`src/rtl/ship_board_ctrl.sv`:
```
// Battleship board controller: ship placement, start gating, one-deep shot handshake.
// Clicks are edge-detected against 8'hFF idle; all outputs are registered.
module ship_board_ctrl #(
  parameter int MAX_CELLS = 20,
  parameter int BOARD_N   = 10
) (
  input  logic                           clk,
  input  logic                           rst,
  input  logic [7:0]                     player_cor,
  input  logic [7:0]                     enemy_cor,
  input  logic                           start_btn,
  input  logic                           shot_ready,
  output logic [1:0]                     phase,
  output logic [BOARD_N*BOARD_N-1:0]     player_board,
  output logic [BOARD_N*BOARD_N-1:0]     shot_map,
  output logic [6:0]                     cells_placed,
  output logic                           shot_valid,
  output logic [7:0]                     shot_cor,
  output logic                           err
);

  localparam int NC = BOARD_N * BOARD_N;
  localparam int IW = $clog2(NC);
  localparam logic [3:0] BN   = 4'(BOARD_N);
  localparam logic [6:0] MAXC = 7'(MAX_CELLS);

  typedef enum logic [1:0] {
    PLACE    = 2'd0,
    SHOOT    = 2'd1,
    WAIT_ACK = 2'd2,
    BAD      = 2'd3
  } phase_e;

  phase_e          phase_q, phase_d;
  logic [NC-1:0]   board_q, board_d;
  logic [NC-1:0]   shot_q, shot_d;
  logic [6:0]      cnt_q, cnt_d;
  logic            valid_q, valid_d;
  logic [7:0]      cor_q, cor_d;
  logic            err_q, err_d;
  logic [7:0]      pp_q, pe_q;
  logic            ps_q;
  logic            live_q;

  logic            p_ev, e_ev, s_ev;
  logic            p_in, e_in;
  logic [IW-1:0]   p_idx, e_idx;

  function automatic logic [IW-1:0] idx_of(input logic [7:0] c);
    return IW'(int'(c[3:0]) * BOARD_N + int'(c[7:4]));
  endfunction

  // live_q masks the first cycle after reset so inputs held through reset
  // are absorbed into the edge registers instead of firing.
  assign p_ev = live_q && (player_cor != 8'hFF) && (pp_q == 8'hFF);
  assign e_ev = live_q && (enemy_cor != 8'hFF) && (pe_q == 8'hFF);
  assign s_ev = live_q && start_btn && !ps_q;

  assign p_in  = (player_cor[7:4] < BN) && (player_cor[3:0] < BN);
  assign e_in  = (enemy_cor[7:4] < BN) && (enemy_cor[3:0] < BN);
  assign p_idx = idx_of(player_cor);
  assign e_idx = idx_of(enemy_cor);

  always_comb begin
    phase_d = phase_q;
    board_d = board_q;
    shot_d  = shot_q;
    cnt_d   = cnt_q;
    valid_d = valid_q;
    cor_d   = cor_q;
    err_d   = 1'b0;
    unique case (phase_q)
      PLACE: begin
        if (p_ev) begin
          if (!p_in) begin
            err_d = 1'b1;
          end else if (board_q[p_idx]) begin
            board_d[p_idx] = 1'b0;
            cnt_d = cnt_q - 7'd1;
          end else if (cnt_q < MAXC) begin
            board_d[p_idx] = 1'b1;
            cnt_d = cnt_q + 7'd1;
          end else begin
            err_d = 1'b1;
          end
        end
        // start check deliberately uses the pre-update count
        if (s_ev) begin
          if (cnt_q == MAXC) phase_d = SHOOT;
          else err_d = 1'b1;
        end
      end
      SHOOT: begin
        if (e_ev) begin
          if (e_in && !shot_q[e_idx]) begin
            shot_d[e_idx] = 1'b1;
            cor_d   = enemy_cor;
            valid_d = 1'b1;
            phase_d = WAIT_ACK;
          end else begin
            err_d = 1'b1;
          end
        end
      end
      WAIT_ACK: begin
        if (shot_ready) begin
          valid_d = 1'b0;
          phase_d = SHOOT;
        end
      end
      BAD: begin
        valid_d = 1'b0;
        phase_d = PLACE;
      end
    endcase
  end

  always_ff @(posedge clk) begin
    if (rst) begin
      phase_q <= PLACE;
      board_q <= '0;
      shot_q  <= '0;
      cnt_q   <= '0;
      valid_q <= 1'b0;
      cor_q   <= 8'hFF;
      err_q   <= 1'b0;
      pp_q    <= 8'hFF;
      pe_q    <= 8'hFF;
      ps_q    <= 1'b0;
      live_q  <= 1'b0;
    end else begin
      phase_q <= phase_d;
      board_q <= board_d;
      shot_q  <= shot_d;
      cnt_q   <= cnt_d;
      valid_q <= valid_d;
      cor_q   <= cor_d;
      err_q   <= err_d;
      pp_q    <= player_cor;
      pe_q    <= enemy_cor;
      ps_q    <= start_btn;
      live_q  <= 1'b1;
    end
  end

  assign phase        = phase_q;
  assign player_board = board_q;
  assign shot_map     = shot_q;
  assign cells_placed = cnt_q;
  assign shot_valid   = valid_q;
  assign shot_cor     = cor_q;
  assign err          = err_q;

endmodule

```
`config.mk`:
```
export PLATFORM = sky130hd
export DESIGN_NAME = ship_board_ctrl
export DESIGN_NICKNAME = d
export VERILOG_FILES = /design/src/rtl/ship_board_ctrl.sv
export SDC_FILE = /design/constraint.sdc
export NUM_CORES = 1
export LEC_CHECK = 0
export BUFFER_PORTS_ARGS = -buffer_cell sky130_fd_sc_hd__buf_2
export CORE_MARGIN = 2
export CORE_UTILIZATION = 55
export CTS_BUF_LIST = sky130_fd_sc_hd__clkbuf_4
export DETAILED_ROUTE_END_ITERATION = 10
export PLACE_DENSITY = 0.8
export SYNTH_ARGS = -nofsm -noshare
export SYNTH_HDL_FRONTEND = slang
export SYNTH_SLANG_ARGS = --single-unit
```
`constraint.sdc`:
```
create_clock -name clk -period 6.4 [get_ports clk]
set_input_delay 0.64 -clock clk [delete_from_list [all_inputs] [get_ports clk]]
set_output_delay 0.64 -clock clk [all_outputs]
set_load 0.005 [all_outputs]
```
# Word-level counts from Yosys, hierarchy flattened
# Cells that the tools add are included.
[classes] n_addsub=4 n_mul=2 n_lt_le_gt_ge=9 eq_ne=13 mux=32 n_bitwise=4 n_reduce_logical=20
[ops] op="$mux 100" n=2
[ops] op="$or 100x100->100" n=2
[ops] op="$and 100x100->100" n=1
[ops] op="$not 100->100" n=1
[ops] op="$eq 8x8->1 const B" n=2
[ops] op="$lt 4x4->1 const B" n=4
[ops] op="$lt 7x8->1 const B" n=2
[ops] op="$mux 1" n=16
[ops] op="$ne 8x8->1 const B" n=2
[ops] op="$add 7x4->7" n=2
[ops] op="$bmux 1 s7" n=2
[ops] op="$demux 1 s7" n=2
[ops] op="$ge 7x1->1 const B" n=2
[ops] op="$mux 7" n=2
[ops] op="$mul 4x3->6 const B" n=2
[ops] op="$logic_and 1x1->1" n=11
[ops] op="$mux 2" n=5
[ops] op="$ne 2x2->1 const B" n=5
[ops] op="$pmux 2 s4" n=1
[ops] op="$reduce_and 4->1" n=2
[ops] op="$add 7x1->7 const B" n=1
[ops] op="$eq 7x5->1 const B" n=1
[ops] op="$lt 7x5->1 const B" n=1
[ops] op="$sub 7x1->7 const B" n=1
[ops] op="10 further kinds" n=12
[totals] reg_bits=237 output_inout_bits=219

# Depth between registers and ports, before layout
[depth] word_depth=10 depth_mapped=21 mapped_depth_nobuf=19

# Worst setup path after synthesis
# OpenSTA, ideal clock, no wires.
[synth_path] path_type="input port to flip-flop" from="in player_cor[1]" to="reg cnt_q[6], in the netlist cells_placed[6]" setup_ps=75 arrival_ps=4855 required_ps=6325 path_slack_ps=1470 cell_stages=20 n_path_buf=2 cell_sequence="ha_1 > ha_1 > inv_1 > fa_1 > nand2b_1 > a21oi_2 > xor2_1 > a211oi_1 > a221o_1 > or3_1 > buf_2 > buf_2 > inv_1 > ha_1 > a21oi_1 > o21bai_1 > a21o_1 > a21o_1 > or4_1 > a31oi_1"
[synth_between] elab_chain_cells=6 word_cells_on_any_way=12
[synth_rtl] element="from (decl)" line="9" source="input logic [7:0] player_cor,"
[synth_rtl] element="$mul 4x3->6" line="50" source="return IW'(int'(c[3:0]) * BOARD_N + int'(c[7:4]));"
[synth_rtl] element="$add 7x4->7" line="50"
[synth_rtl] element="$bmux 1 s7" line="77" source="end else if (board_q[p_idx]) begin"
[synth_rtl] element="$mux 1 (not written as such)" line="77"
[synth_rtl] element="$reduce_bool 2->1 (no line)"
[synth_rtl] element="$reduce_and 4->1 (no line)"
[synth_rtl] element="to (signal assigned)" line="135" source="cnt_q <= cnt_d;"
[synth_rtl] element="to (decl)" line="37" source="logic [6:0] cnt_q, cnt_d;"
# Parallel ways exist; a longest one is shown, timed or not. The select of a mux whose other input is x is not followed.
# A chain may end at the register's enable or synchronous reset.

# Final worst setup path
[layout_path] from="in player_cor[0]" to="reg cnt_q[6], in the netlist cells_placed[6]"
# The elaborated chain is that of the path after synthesis.

==> summary.txt <==
Setup path
  • Largest delay share family, worst path: compound AO/OA/AOI/OAI gates
  • Critical-path cell list: buf_2, ha_1, fa_1, mux2_2, o22ai_1, a2111oi_2, a22oi_1, a221o_1, or3_1, inv_1, ha_1, a21oi_1, o21bai_1, a21o_1, a21o_1, or4_1, a31oi_1
  • Register-to-register setup slack: 2.65 ns
  • Max incr delay on CP: 1.03 ns
  • Crit-path max FO: 16
  • WP data required: 7.00 ns
  • Worst R2R Path Depth: 14
  • Endpoint class of the critical path: flop
  • Setup CP Type: in -> reg
  • Startpoint types: input pin
  • CP arrival: 5.40 ns
  • Bufs and invs on worst path: 2
  • Critical path's slowest cell: fa_1
  • Number of cells on the critical path: 17

Status
  • Outcome: finished clean

Layout
  • Final instance area: 13,600 µm²
  • Final #Nets: 1,591
  • Layout fillers: 1,771
  • Most frequent cells in the layout: 237 x dfxtp_1, 237 x buf_2, 107 x inv_1
  • Synth-to-layout area growth: 17.5%
  • Share of post-route cells with drive strength above 1: 0.260

CTS
  • Number of buffers created by CTS: 60
  • Worst skew pair latency: 0.74 ns
  • Clock sink total: 237
  • CTS resizes: 0
  • Clock Path Buffers: 3
  • CTS H-tree lvls: 2
  • CTS tree: built
  • Clock transition at path regs: 0.06 ns
  • # hold bufs at CTS: 0
  • Post-CTS setup buffer count: 0
  • Root Buffer: clkbuf_4

Timing
  • Final setup fails: 0
  • Fin crit share: 0.750
  • Final Max Slew Viols: 0
  • Final min period: 4.80 ns
  • RSZ-0062 raised after global routing: no
  • Fmax: 208 MHz
  • Worst slew margin: 0.201
  • Clk_skew: 0.0640 ns
  • Setup_tns: 0 ns
  • Final hold viol count: 0
  • Worst Tran Pin Value: 1.20 ns

Power and ir drop
  • Worst vdd ir: 0.128 mV
  • Power Density: 249 nW/µm²
  • P_leak: 5.47 nW

Yosys
  • Mapped Cells: 1,324
  • Top area cells in the synthesized netlist: dfxtp_1 41%, o32ai_1 6.7%, a211oi_1 4.1%, inv_1 3.5%, nor2_1 3.3%
  • Post-synth ARST share: 0
  • Number of synthesized register bits: 237
  • Cell taking the most area after synthesis: dfxtp_1
  • Post-Syn Nets: 1,367
  • Synth top area share: 0.410
  • Netlist cell types: 66
  • Seq/Total Area, Yosys: 0.410
  • Most used DFF post-synth: dfxtp_1
  • Post-Syn Area per Cell: 8.74 µm²
  • Syn Std Cell Area: 11,600 µm²
  • Synth warn: 0
  • Post-synth EDFFs: 0

Die
  • Std cell rows: 53
  • Core area: 20,800 µm²
  • Die area: 22,200 µm²
  • Die width: 149 µm
  • Top-level I/O count: 239
  • Initial Util: 0.556
  • Die H: 149 µm

GRT
  • Largest net degree at the start of global routing: 103
  • Gr ovfl total: 0
  • Initial antenna violation count: 1
  • First-pass GRT wire length: 61,900 µm
  • GRT Util Overall: 0.352
  • Vias in the first global route: 11,300

Run
  • Max_cap viols: 0

Detailed routing
  • Detailed Route Iter0 Violations: 1,289
  • Final wirelength: 40,600 µm
  • # DRC: 0
  • Via count: 12,200
  • Vias per inst: 6.53
  • Wire per inst: 21.8 µm
  • Final ANT Viol Nets: 0
  • TritonRoute pass-1 iters: 6

Placed design
  • DP HPWL: 27,500 µm
  • Routability congestion estimate from global placement: 0.996
  • Port Buf Inserts: 238
  • Placed cell area: 12,900 µm²

Hold path
  • Hold WC Path Type: in -> reg
  • Cells on Worst Hold Path: 2
-- logic make-up (layout without fill, tap and decap cells) --
logic type                 count (synthesis)  after routing  share of synthesized area
other                                      0              1                          0
DFF                                      237            237                      0.410
buffers and inverters                    211            473                     0.0750
adders and majority gates                 23             23                     0.0281
and+or+nand+nor                          333            333                      0.138
AOI/OAI and AO/OA                        447            447                      0.271
xor gates and xnor gates                  16             16                     0.0121
muxes                                     57             57                     0.0662
-- final timing paths --
path,start,to
min reg2reg,shot_valid$_SDFFE_PP0P_,shot_valid$_SDFFE_PP0P_
min,player_cor[5],pp_q[5]$_SDFF_PP1_
max reg2reg,flop,cells_placed[6]$_SDFFE_PP0P_
max,player_cor[0],cells_placed[6]$_SDFFE_PP0P_
-- where the power goes --
group	switching [W]	leakage [nW]	internal (W)
combinational	0.000444	3.12	0.000179
sequential	0.00000441	1.91	0.00148
clock	0.000621	0.440	0.000652
-- worst register-to-register path, delay by kind of cell (launching register included) --
family,cells,cell delay (ns)
adder cells (fa/ha/maj),1,0.30
AND/OR/NAND/NOR,2,0.78
multiplexers,1,0.18
buffers and inverters,1,0.18
AO/OA/AOI/OAI,9,1.79
flip-flops,1,0.39
-- area by class of cell --
| type | instances | area [µm²] | area share |
|---|---|---|---|
| Multi-Input combinational cell | 876 | 5980 | 0.439 |
| Sequential cell | 237 | 4740 | 0.349 |
| Timing Repair Buffer | 263 | 1380 | 0.102 |
| Clock buffer | 86 | 646 | 0.0475 |
| Inverter | 110 | 413 | 0.0304 |
| Tap cell | 275 | 344 | 0.0253 |
| Clock inverter | 14 | 91.3 | 0.00672 |
| Antenna cell | 1 | 2.50 | 0.000184 |
-- cells in the mapped netlist (all sizes together) (6+ instances only) --
master / number
a211oi: 63
a21o: 20
a21oi: 69
a221oi: 9
a22oi: 11
a31oi: 60
and2: 6
buf: 38
clkbuf: 63
dfxtp: 237
ha: 18
inv: 109
mux2: 16
mux2i: 27
mux4: 14
nand2: 75
nand2b: 13
nand3: 28
nand4: 16
nor2: 102
nor2b: 11
nor3: 27
nor4: 24
o21ai: 69
o221ai: 7
o22ai: 9
o31ai: 6
o32ai: 88
or2: 14
xnor2: 11
-- metal layers --
metal | up-vias | wire length [µm] | global-route usage
met1 | 5678 | 15600 | 0.466
met3 | 153 | 4730 | 0.0835
met5 | - | 0 | 0
met4 | 0 | 1770 | 0.175
met2 | 881 | 18500 | 0.541
li1 | 5440 | - | -
-- stage by stage --
| stage | total power (W) | util | instances | setup WS [ns] | hold WS, ns |
|---|---|---|---|---|---|
| 3_5_place_dp | 0.00212 | 0.618 | 1761 | 1.01 | 0.433 |
| 6_report | 0.00338 | 0.653 | 1862 | 1.60 | 0.200 |
| 5_1_grt | 0.00350 | 0.653 | 1862 | 1.46 | 0.143 |
| 4_1_cts | 0.00337 | 0.653 | 1861 | 1.73 | 0.155 |
| 3_3_place_gp | 0.00211 | 0.618 | 1761 | 1.12 | 0.432 |
| 2_1_floorplan | 0.00195 | - | 1324 | 1.47 | 0.438 |
No activity file was read; power rests on OpenSTA's default activity.
